==> config.mk <==
export PLATFORM = sky130hd
export DESIGN_NAME = bus_arbiter
export DESIGN_NICKNAME = d
export VERILOG_FILES = /design/src/rtl/nu7501_pkg.sv /design/src/rtl/bus_cycle_counter.sv /design/src/rtl/bus_arbiter.sv
export SDC_FILE = /design/constraint.sdc
export NUM_CORES = 1
export LEC_CHECK = 0
export CELL_PAD_IN_SITES_DETAIL_PLACEMENT = 1
export CELL_PAD_IN_SITES_GLOBAL_PLACEMENT = 2
export CORE_ASPECT_RATIO = 0.75
export CORE_UTILIZATION = 30
export DETAILED_ROUTE_END_ITERATION = 7
export GPL_TIMING_DRIVEN = 0
export PLACE_DENSITY_LB_ADDON = 0.1
export SLEW_MARGIN = 10
export SYNTH_ARGS = -nofsm -noshare
export SYNTH_HDL_FRONTEND = slang
export SYNTH_HIERARCHICAL = 1
export SYNTH_SLANG_ARGS = --single-unit
==> constraint.sdc <==
create_clock -name clock -period 1.8 [get_ports clock]
set_input_delay 0.54 -clock clock [delete_from_list [all_inputs] [get_ports clock]]
set_output_delay 0.54 -clock clock [all_outputs]
set_load 0.05 [all_outputs]
==> src/rtl/nu7501_pkg.sv <==
// Shared types and defaults for the 7501-side bus arbiter: FSM state encoding,
// registered bus-control bundle and counter sizing helper.
package nu7501_pkg;

   localparam int unsigned DEF_WRITE_GRACE    = 3;
   localparam int unsigned DEF_MIN_CPU_CYCLES = 2;

   typedef enum logic [2:0] {
      ST_CPU      = 3'd0,
      ST_STALL    = 3'd1,
      ST_HANDOVER = 3'd2,
      ST_DMA      = 3'd3,
      ST_RELEASE  = 3'd4,
      ST_COOLDOWN = 3'd5
   } arb_state_e;

   typedef struct packed {
      logic aec;
      logic rdy;
      logic gnt;
   } bus_ctl_t;

   localparam bus_ctl_t CTL_RESET = '{aec: 1'b1, rdy: 1'b1, gnt: 1'b0};

   function automatic bus_ctl_t decode_ctl(input arb_state_e s);
      bus_ctl_t c;
      c = CTL_RESET;
      case (s)
         ST_CPU:      c = '{aec: 1'b1, rdy: 1'b1, gnt: 1'b0};
         ST_STALL:    c = '{aec: 1'b1, rdy: 1'b0, gnt: 1'b0};
         ST_HANDOVER: c = '{aec: 1'b0, rdy: 1'b0, gnt: 1'b0};
         ST_DMA:      c = '{aec: 1'b0, rdy: 1'b0, gnt: 1'b1};
         ST_RELEASE:  c = '{aec: 1'b1, rdy: 1'b0, gnt: 1'b0};
         ST_COOLDOWN: c = '{aec: 1'b1, rdy: 1'b1, gnt: 1'b0};
         default:     c = CTL_RESET;
      endcase
      return c;
   endfunction

   function automatic int unsigned cnt_width(input int unsigned max_val);
      return (max_val < 2) ? 1 : $clog2(max_val + 1);
   endfunction

endpackage

==> src/rtl/bus_cycle_counter.sv <==
// Loadable down-counter that saturates at zero; last_o flags the final counted
// bus cycle (count of one, or an empty load).
module bus_cycle_counter
   import nu7501_pkg::*;
#(
   parameter int unsigned WIDTH = 2
) (
   input  logic             clock,
   input  logic             reset,
   input  logic             load_i,
   input  logic [WIDTH-1:0] load_val_i,
   input  logic             dec_i,
   output logic             last_o
);

   logic [WIDTH-1:0] cnt_q;

   always_ff @(posedge clock or posedge reset) begin
      if (reset) begin
         cnt_q <= '0;
      end else if (load_i) begin
         cnt_q <= load_val_i;
      end else if (dec_i && (cnt_q != '0)) begin
         cnt_q <= cnt_q - WIDTH'(1);
      end
   end

   assign last_o = (cnt_q == '0) || (cnt_q == WIDTH'(1));

endmodule

==> src/rtl/bus_arbiter.sv <==
// Hands the 7501-side bus between the CPU and a DMA requester, stalling the CPU
// on a read cycle (or after a bounded write grace) before tristating it.
//
// state    | meaning
// ---------+---------------------------------------------------------------
// CPU      | CPU owns and runs the bus
// STALL    | RDY low, waiting for the CPU to freeze on a read
// HANDOVER | CPU address tristated, one turnaround cycle before grant
// DMA      | requester drives the bus
// RELEASE  | CPU address back on the bus, CPU still held
// COOLDOWN | CPU runs for a guaranteed number of cycles, requests ignored
module bus_arbiter
   import nu7501_pkg::*;
#(
   parameter int unsigned WRITE_GRACE    = DEF_WRITE_GRACE,
   parameter int unsigned MIN_CPU_CYCLES = DEF_MIN_CPU_CYCLES
) (
   input  logic clock,
   input  logic reset,
   input  logic r_w_6502,
   input  logic dma_req,
   output logic dma_gnt,
   output logic aec,
   output logic _rdy_7501,
   output logic grace_err
);

   localparam int unsigned GW = cnt_width(WRITE_GRACE);
   localparam int unsigned CW = cnt_width(MIN_CPU_CYCLES);
   localparam logic [GW-1:0] GRACE_LD = GW'(WRITE_GRACE);
   localparam logic [CW-1:0] COOL_LD  = CW'(MIN_CPU_CYCLES);

   arb_state_e state_q, state_d;
   bus_ctl_t   ctl_q;
   logic       grace_err_q, grace_err_d;
   logic       grace_load, grace_dec, grace_last;
   logic       cool_load, cool_dec, cool_last;

   bus_cycle_counter #(.WIDTH(GW)) u_grace_cnt (
      .clock      (clock),
      .reset      (reset),
      .load_i     (grace_load),
      .load_val_i (GRACE_LD),
      .dec_i      (grace_dec),
      .last_o     (grace_last)
   );

   bus_cycle_counter #(.WIDTH(CW)) u_cool_cnt (
      .clock      (clock),
      .reset      (reset),
      .load_i     (cool_load),
      .load_val_i (COOL_LD),
      .dec_i      (cool_dec),
      .last_o     (cool_last)
   );

   always_comb begin
      state_d     = state_q;
      grace_err_d = 1'b0;
      grace_load  = 1'b0;
      grace_dec   = 1'b0;
      cool_load   = 1'b0;
      cool_dec    = 1'b0;
      case (state_q)
         ST_CPU: begin
            if (dma_req) begin
               state_d    = ST_STALL;
               grace_load = 1'b1;
            end
         end
         ST_STALL: begin
            if (!dma_req) begin
               state_d = ST_CPU;
            end else if (r_w_6502) begin
               state_d = ST_HANDOVER;
            end else begin
               grace_dec = 1'b1;
               if (grace_last) begin
                  state_d     = ST_HANDOVER;
                  grace_err_d = 1'b1;
               end
            end
         end
         ST_HANDOVER: state_d = dma_req ? ST_DMA : ST_RELEASE;
         ST_DMA: begin
            if (!dma_req) state_d = ST_RELEASE;
         end
         ST_RELEASE: begin
            if (MIN_CPU_CYCLES > 0) begin
               state_d   = ST_COOLDOWN;
               cool_load = 1'b1;
            end else begin
               state_d = ST_CPU;
            end
         end
         ST_COOLDOWN: begin
            cool_dec = 1'b1;
            // Last guaranteed CPU cycle doubles as the CPU-state request decision
            if (cool_last) begin
               if (dma_req) begin
                  state_d    = ST_STALL;
                  grace_load = 1'b1;
               end else begin
                  state_d = ST_CPU;
               end
            end
         end
         default: state_d = ST_CPU;
      endcase
   end

   always_ff @(posedge clock or posedge reset) begin
      if (reset) begin
         state_q     <= ST_CPU;
         ctl_q       <= CTL_RESET;
         grace_err_q <= 1'b0;
      end else begin
         state_q     <= state_d;
         ctl_q       <= decode_ctl(state_d);
         grace_err_q <= grace_err_d;
      end
   end

   assign aec       = ctl_q.aec;
   assign _rdy_7501 = ctl_q.rdy;
   assign dma_gnt   = ctl_q.gnt;
   assign grace_err = grace_err_q;

endmodule

==> flow_metrics.tcl, run 1 <==
set metrics [dict create \
    critical_path_class "flip-flop to flip-flop" \
    rows 14 \
    tritoncts "yes" \
    cp_max_fo 6 \
    clock.fmax_mhz 576 \
    routed_wl_mm 1.41 \
    dp_cells 98 \
    post-route-min-period_ps 1740 \
    rsz0062_at_grt "yes" \
    fin_hold_ws_ps 490 \
    grt-ovfl-total 0 \
    fp.dieW_um 55.7 \
    dr.pass1.iters 3 \
    cp-start-kind "flip-flop" \
    syn_inst 65 \
    ys.flop_type "dfrtp_1" \
    clock_path_buffers 2 \
    synth_top_area_share 0.347 \
    reg2reg_from "u_cool_cnt/cnt_q[0]" \
    clk_pin_slew_ps 70 \
    holdBufCountCts 0 \
    numCtsBuffers 3 \
    fin_cells 107 \
    hold_viol_final 0 \
    root_buffer "clkbuf_4" \
    avgViaCountPerCell 4.78 \
    die_y_um 42.3 \
    power_frac_clock 0.118 \
    grt_pass1_vias 521 \
    routedWlPerCell_um 13.1 \
    synth-edff-count 0 \
    synthDistinctLibCells 27 \
    mappedNetlistArea_um2 648 \
    switchingPower_mw 0.585 \
    syn_to_final_growth_pct 30.3 \
    core_um2 2010 \
    ant_nets 0 \
    r2r_slack_ps 60 \
    gp_congestion 0.680 \
    peakVddDrop_v 0.000740 \
    numPortBuffers 7 \
    post-route-period-util 0.965 \
    grt_first_pass_wirelength_mm 2.35 \
    fin_total_pwr_mw 1.43 \
    yosysWarnings 6 \
    drcViolationCount 0 \
    pwr-share-comb 0.575 \
    p_seq_frac 0.308 \
    ys_ff_latch 11 \
    start_util 0.322 \
    num_vias 511 \
    antenna_found_initial 0 \
    dieArea_um2 2350 \
    cp-end-kind "flip-flop" \
    power_density_nw_per_um2 1690 \
    drive_above_1_share 0.337 \
    r2r_cells 8 \
    placed_area_um2 756 \
    status "finished clean" \
    cts_sinks 11 \
    setup-violations-final 0 \
    grt.total_usage 0.136 \
    drt_iter0_drc 6 \
    critPathCapture "u_grace_cnt/cnt_q[1]" \
    final_cell_area_um2 845 \
    final_nets 92 \
    ys_seq_area_frac 0.429 \
    timing.rr.end "u_grace_cnt/cnt_q[1]" \
    hold_class "input pin to async pin" \
    insertedDiodeCount 0 \
    netlist_top_cells_area "dfrtp_1, dfstp_2, ha_1" \
    maxCapViolations 0 \
    startpoint "u_cool_cnt/cnt_q[0]" \
    swShare 0.410 \
    p_leak_nw 0.398 \
    io_pins 8 \
    skew_ps 1.30 \
    p_int_mw 0.840 \
    async_flop_share 1.00 \
    cp.required_ps 1950 \
    final-max-slew-violation-count 0 \
    h-tree-depth 1 \
    yosysTopAreaCell "dfrtp_1" \
    clk_latency_ps 260 \
    syn_area_per_cell_um2 9.97 \
    worstPathArrival_ps 1890 \
    place_hpwl_um 974 \
    tns_ps 0 \
    grt_start_max_net_pins 11 \
]
worst max-delay path, cell delays in order, from the launching register on:
cell	delay (ps)
dfrtp_1	410
inv_1	70
ha_2	180
or2_4	130
nand2_2	60
nand2_2	70
o2111a_2	240
and2b_1	190
a221o_1	280
power groups by stage:
stage	logic (mW)	registers, mW	clock network [mW]
2_1_floorplan	0.419	0.530	0
3_3_place_gp	0.667	0.444	0
3_5_place_dp	0.674	0.443	0
4_1_cts	0.714	0.435	0.177
5_1_grt	0.890	0.456	0.190
6_report	0.819	0.438	0.168
Yosys cell counts, types with 2 or more instances:
| master | count |
|---|---|
| a221o_1 | 4 |
| and2b_1 | 2 |
| and2b_4 | 2 |
| and3_2 | 2 |
| conb_1 | 2 |
| dfrtp_1 | 9 |
| dfstp_2 | 2 |
| ha_1 | 4 |
| inv_1 | 9 |
| nand2_1 | 3 |
| nand2b_1 | 2 |
| nor2_1 | 3 |
| nor4b_1 | 4 |
| o21ai_0 | 3 |
| or2_2 | 2 |
through the flow:
| stage | utilization | setup WS [ps] |
|---|---|---|
| 3_3_place_gp | 0.375 | -339 |
| 5_1_grt | 0.419 | -44.3 |
| 4_1_cts | 0.398 | 5.00 |
| 6_report | 0.419 | 62.7 |
| 3_5_place_dp | 0.375 | -361 |
| 2_1_floorplan | - | 66.0 |
state kept, by name (all words and copies together), names as in the netlist:
name and cells:
state_q 3, grace_err 1, _rdy_7501 1, aec 1
u_grace_cnt/cnt_q 2, u_cool_cnt/cnt_q 2, dma_gnt 1
final cells by class:
| class | count | area [um^2] |
|---|---|---|
| buffer | 1 | 5.00 |
| clock buffer | 4 | 26.3 |
| fill | 238 | 1170 |
| inverter | 10 | 37.5 |
| multi-input combinational | 45 | 362 |
| sequential | 11 | 278 |
| tap | 24 | 30.0 |
| timing repair buffer | 12 | 106 |
worst min-delay path by stage:
stage | depth (start not counted) | startpoint | to
detailed placement | 1 | state_q[0] | state_q[0]
global placement | 1 | state_q[0] | state_q[0]
finish | 2 | reset | u_grace_cnt/cnt_q[1]
global route | 2 | reset | u_cool_cnt/cnt_q[1]
CTS | 2 | reset | u_cool_cnt/cnt_q[0]
floorplan | 1 | reset | u_cool_cnt/cnt_q[0]
per-layer routing:
metal,track usage,share of wire,wire [um],vias up
met4,0.0300,0,0,0
met2,0.214,0.47,663,7
li1,-,-,-,257
met5,0,0,0,-
met1,0.169,0.49,687,247
met3,0.0679,0.038,54,0
cells by family after synthesis:
kind of cell / count (synthesis) / share of synthesized area
buf+inv: 11 / 0.0656
compound gates: 12 / 0.143
fa+ha+maj: 4 / 0.0772
flops: 11 / 0.429
other cells: 2 / 0.0116
simple gates: 25 / 0.274
cells in the final DEF (no fill, tap or decap), types with 3 or more instances in the layout:
cell type and instances:
ha_1 3, nor4b_1 3, nor2_1 3, conb_1 4, buf_4 5, o21ai_0 3
dfrtp_1 9, dlygate4sd2_1 3, a221o_1 4, clkbuf_4 3, inv_1 8
repair_timing:
| item | in CTS | in global routing |
|---|---|---|
| setup endpoints to repair | 6 | 2 |
| resized for setup | 12 | 5 |
| pin swaps | 1 | 5 |
| cloned | 0 | 0 |
| setup buffers | 2 | 3 |
Note: power is estimated with default switching activity, not from simulation.
==> inputs of run 2 (changes only) <==
Settings changed: CORE_UTILIZATION 30 to 33.
Clock period 1.8 ns to 1.65 ns, I/O delays scaled along.
==> run 2 against run 1 <==
Net effect: first-iteration DRC count grew 33%; cell area shrank 0.74%; the flow now finishes with violations (negative setup slack); count of clock-buffer cells in the layout is the same; critical path depth is the same; worst setup slack lost 140 ps.
==> flow_metrics.tcl, run 2 (synthesis gave the netlist of run 1 again) <==
set metrics [dict create \
    crit_family "compound AO/OA/AOI/OAI gates" \
    die_y_um 40.4 \
    rows 13 \
    critical_path_class "flip-flop to flip-flop" \
    setup-violations-final 2 \
    pwr-share-comb 0.576 \
    start_util 0.362 \
    cts_sinks 11 \
    cp-start-kind "flip-flop" \
    path_cells "inv_2 -> ha_1 -> or2_4 -> nand2_4 -> nand2_2 -> o2111a_2 -> and2b_4 -> a221o_1" \
    hold_viol_final 0 \
    hold_class "input pin to async pin" \
    place_hpwl_mm 1.06 \
    swShare 0.414 \
    cp.required_ps 1800 \
    drcViolationCount 0 \
    drive_above_1_share 0.357 \
    avgViaCountPerCell 4.96 \
    final_common_cell "dfrtp_1" \
    io_pins 8 \
    final_cell_mix "dfrtp_1, inv_1, buf_4" \
    grt_start_max_net_pins 11 \
    setup_ws_ps -78.7 \
    drt_iter0_drc 8 \
    top_register "state_q" \
    root_buffer "clkbuf_4" \
    rsz0062_at_grt "yes" \
    grt-ovfl-total 0 \
    largest_reg_flops 3 \
    cp_max_fo 5 \
    clk_pin_slew_ps 60 \
    cp.buffers_inverters 1 \
    nFillCells 207 \
    violations "negative setup slack" \
    tritoncts "yes" \
    core_um2 1790 \
    grt_pass1_vias 488 \
    ant_nets 0 \
    h-tree-depth 1 \
    switchingPower_mw 0.657 \
    gp_congestion 0.703 \
    dieArea_um2 2150 \
    worstPathArrival_ps 1870 \
    fin_cells 106 \
    power_frac_clock 0.116 \
    num_vias 526 \
    status "complete, but fails checks" \
    fin_hold_ws_ps 443 \
    clock.fmax_mhz 578 \
    final_nets 93 \
    antenna_found_initial 0 \
    clock_path_buffers 2 \
    post-route-period-util 1.05 \
    top_regs "state_q (3), u_cool_cnt/cnt_q (2), u_grace_cnt/cnt_q (2)" \
    holdBufCountCts 0 \
    routedWlPerCell_um 13.7 \
    numCtsBuffers 3 \
    peakVddDrop_v 0.000903 \
    pre_cts_ws_ps -449 \
    crit_slowest_cell "dfrtp_1" \
    max_stage_delay_ps 400 \
    dp_cells 96 \
    p_leak_nw 0.398 \
    fp.dieW_um 53.2 \
    post-route-min-period_ps 1730 \
    grt.total_usage 0.168 \
    power_density_nw_per_um2 1890 \
    cp-end-kind "flip-flop" \
    skew_ps 14.4 \
    numPortBuffers 7 \
    maxCapViolations 0 \
    insertedDiodeCount 0 \
    grt_first_pass_wirelength_mm 2.39 \
    clk_latency_ps 270 \
    final-max-slew-violation-count 0 \
    dr.pass1.iters 5 \
    syn_to_final_growth_pct 29.3 \
    p_int_mw 0.929 \
    routed_wl_mm 1.45 \
    p_seq_frac 0.308 \
]
## run 2: cell types whose count changed in the layout (fill, tap and decap cells not counted), sizes merged
cell           before  now
buf                 6    9
dlygate4sd2         3    1
clkbuf              4    5
clkdlybuf4s15       2    1
## run 2: stage by stage
step | power [mW] | cell area, um^2 | util | setup TNS (ps)
finish | 1.59 | 838 | 0.469 | -146
global route | 1.71 | 838 | 0.469 | -296
CTS | 1.56 | 841 | 0.470 | -139
detailed placement | 1.26 | 761 | 0.425 | -1250
global placement | 1.24 | 761 | 0.425 | -1180
floorplan | 1.06 | 663 | - | -59.4
## run 2: layout make-up
cell class / instances / area [um^2] / area share
Multi-Input combinational cell: 45 / 362 / 0.431
Tap cell: 22 / 27.5 / 0.0328
Timing Repair Buffer: 13 / 103 / 0.122
Clock buffer: 4 / 26.3 / 0.0313
Buffer: 1 / 5.00 / 0.00597
Inverter: 10 / 37.5 / 0.0448
Sequential cell: 11 / 278 / 0.331
## run 2: metal layers
| layer | vias to the layer above | global-route usage | wire length, um |
|---|---|---|---|
| met3 | 2 | 0.0720 | 85 |
| met1 | 251 | 0.235 | 757 |
| met4 | 0 | 0.0592 | 9 |
| met5 | - | 0 | 0 |
| li1 | 257 | - | - |
| met2 | 16 | 0.225 | 598 |
## run 2: final timing paths
kind | startpoint | to | slack, ps | cells past startpoint
worst min-delay path | reset | u_cool_cnt/cnt_q[1] | 440 | 2
worst max-delay path | u_cool_cnt/cnt_q[1] | u_grace_cnt/cnt_q[0] | -80 | 8
worst max register to register | u_cool_cnt/cnt_q[1] | u_grace_cnt/cnt_q[0] | -80 | 8
min in group clock | state_q[0] | state_q[0] | 550 | 1
worst min register to register | state_q[0] | state_q[0] | 550 | 1
max in group asynchronous | reset | _rdy_7501 | 840 | 2
## run 2: power groups by stage
| stage | clock, mW | combinational [mW] | sequential, mW |
|---|---|---|---|
| final | 0.184 | 0.913 | 0.489 |
| after global routing | 0.208 | 0.995 | 0.504 |
| after CTS | 0.191 | 0.887 | 0.485 |
| after detailed placement | 0 | 0.771 | 0.487 |
| after global placement | 0 | 0.754 | 0.488 |
| after floorplan | 0 | 0.480 | 0.580 |
## run 2: repair_timing
action                     in CTS  in global routing
buffers inserted                5                  1
pin swaps                       3                  0
setup endpoints to repair       6                  6
resized for setup              15                  8
## run 2: worst register-to-register path, delay by kind of cell, from the launching register on
family / cells / cell delay [ps]
adder cells (fa/ha/maj): 1 / 140
AND/OR/NAND/NOR: 4 / 440
AO/OA/AOI/OAI: 2 / 530
buffers and inverters: 1 / 90
flip-flops: 1 / 400
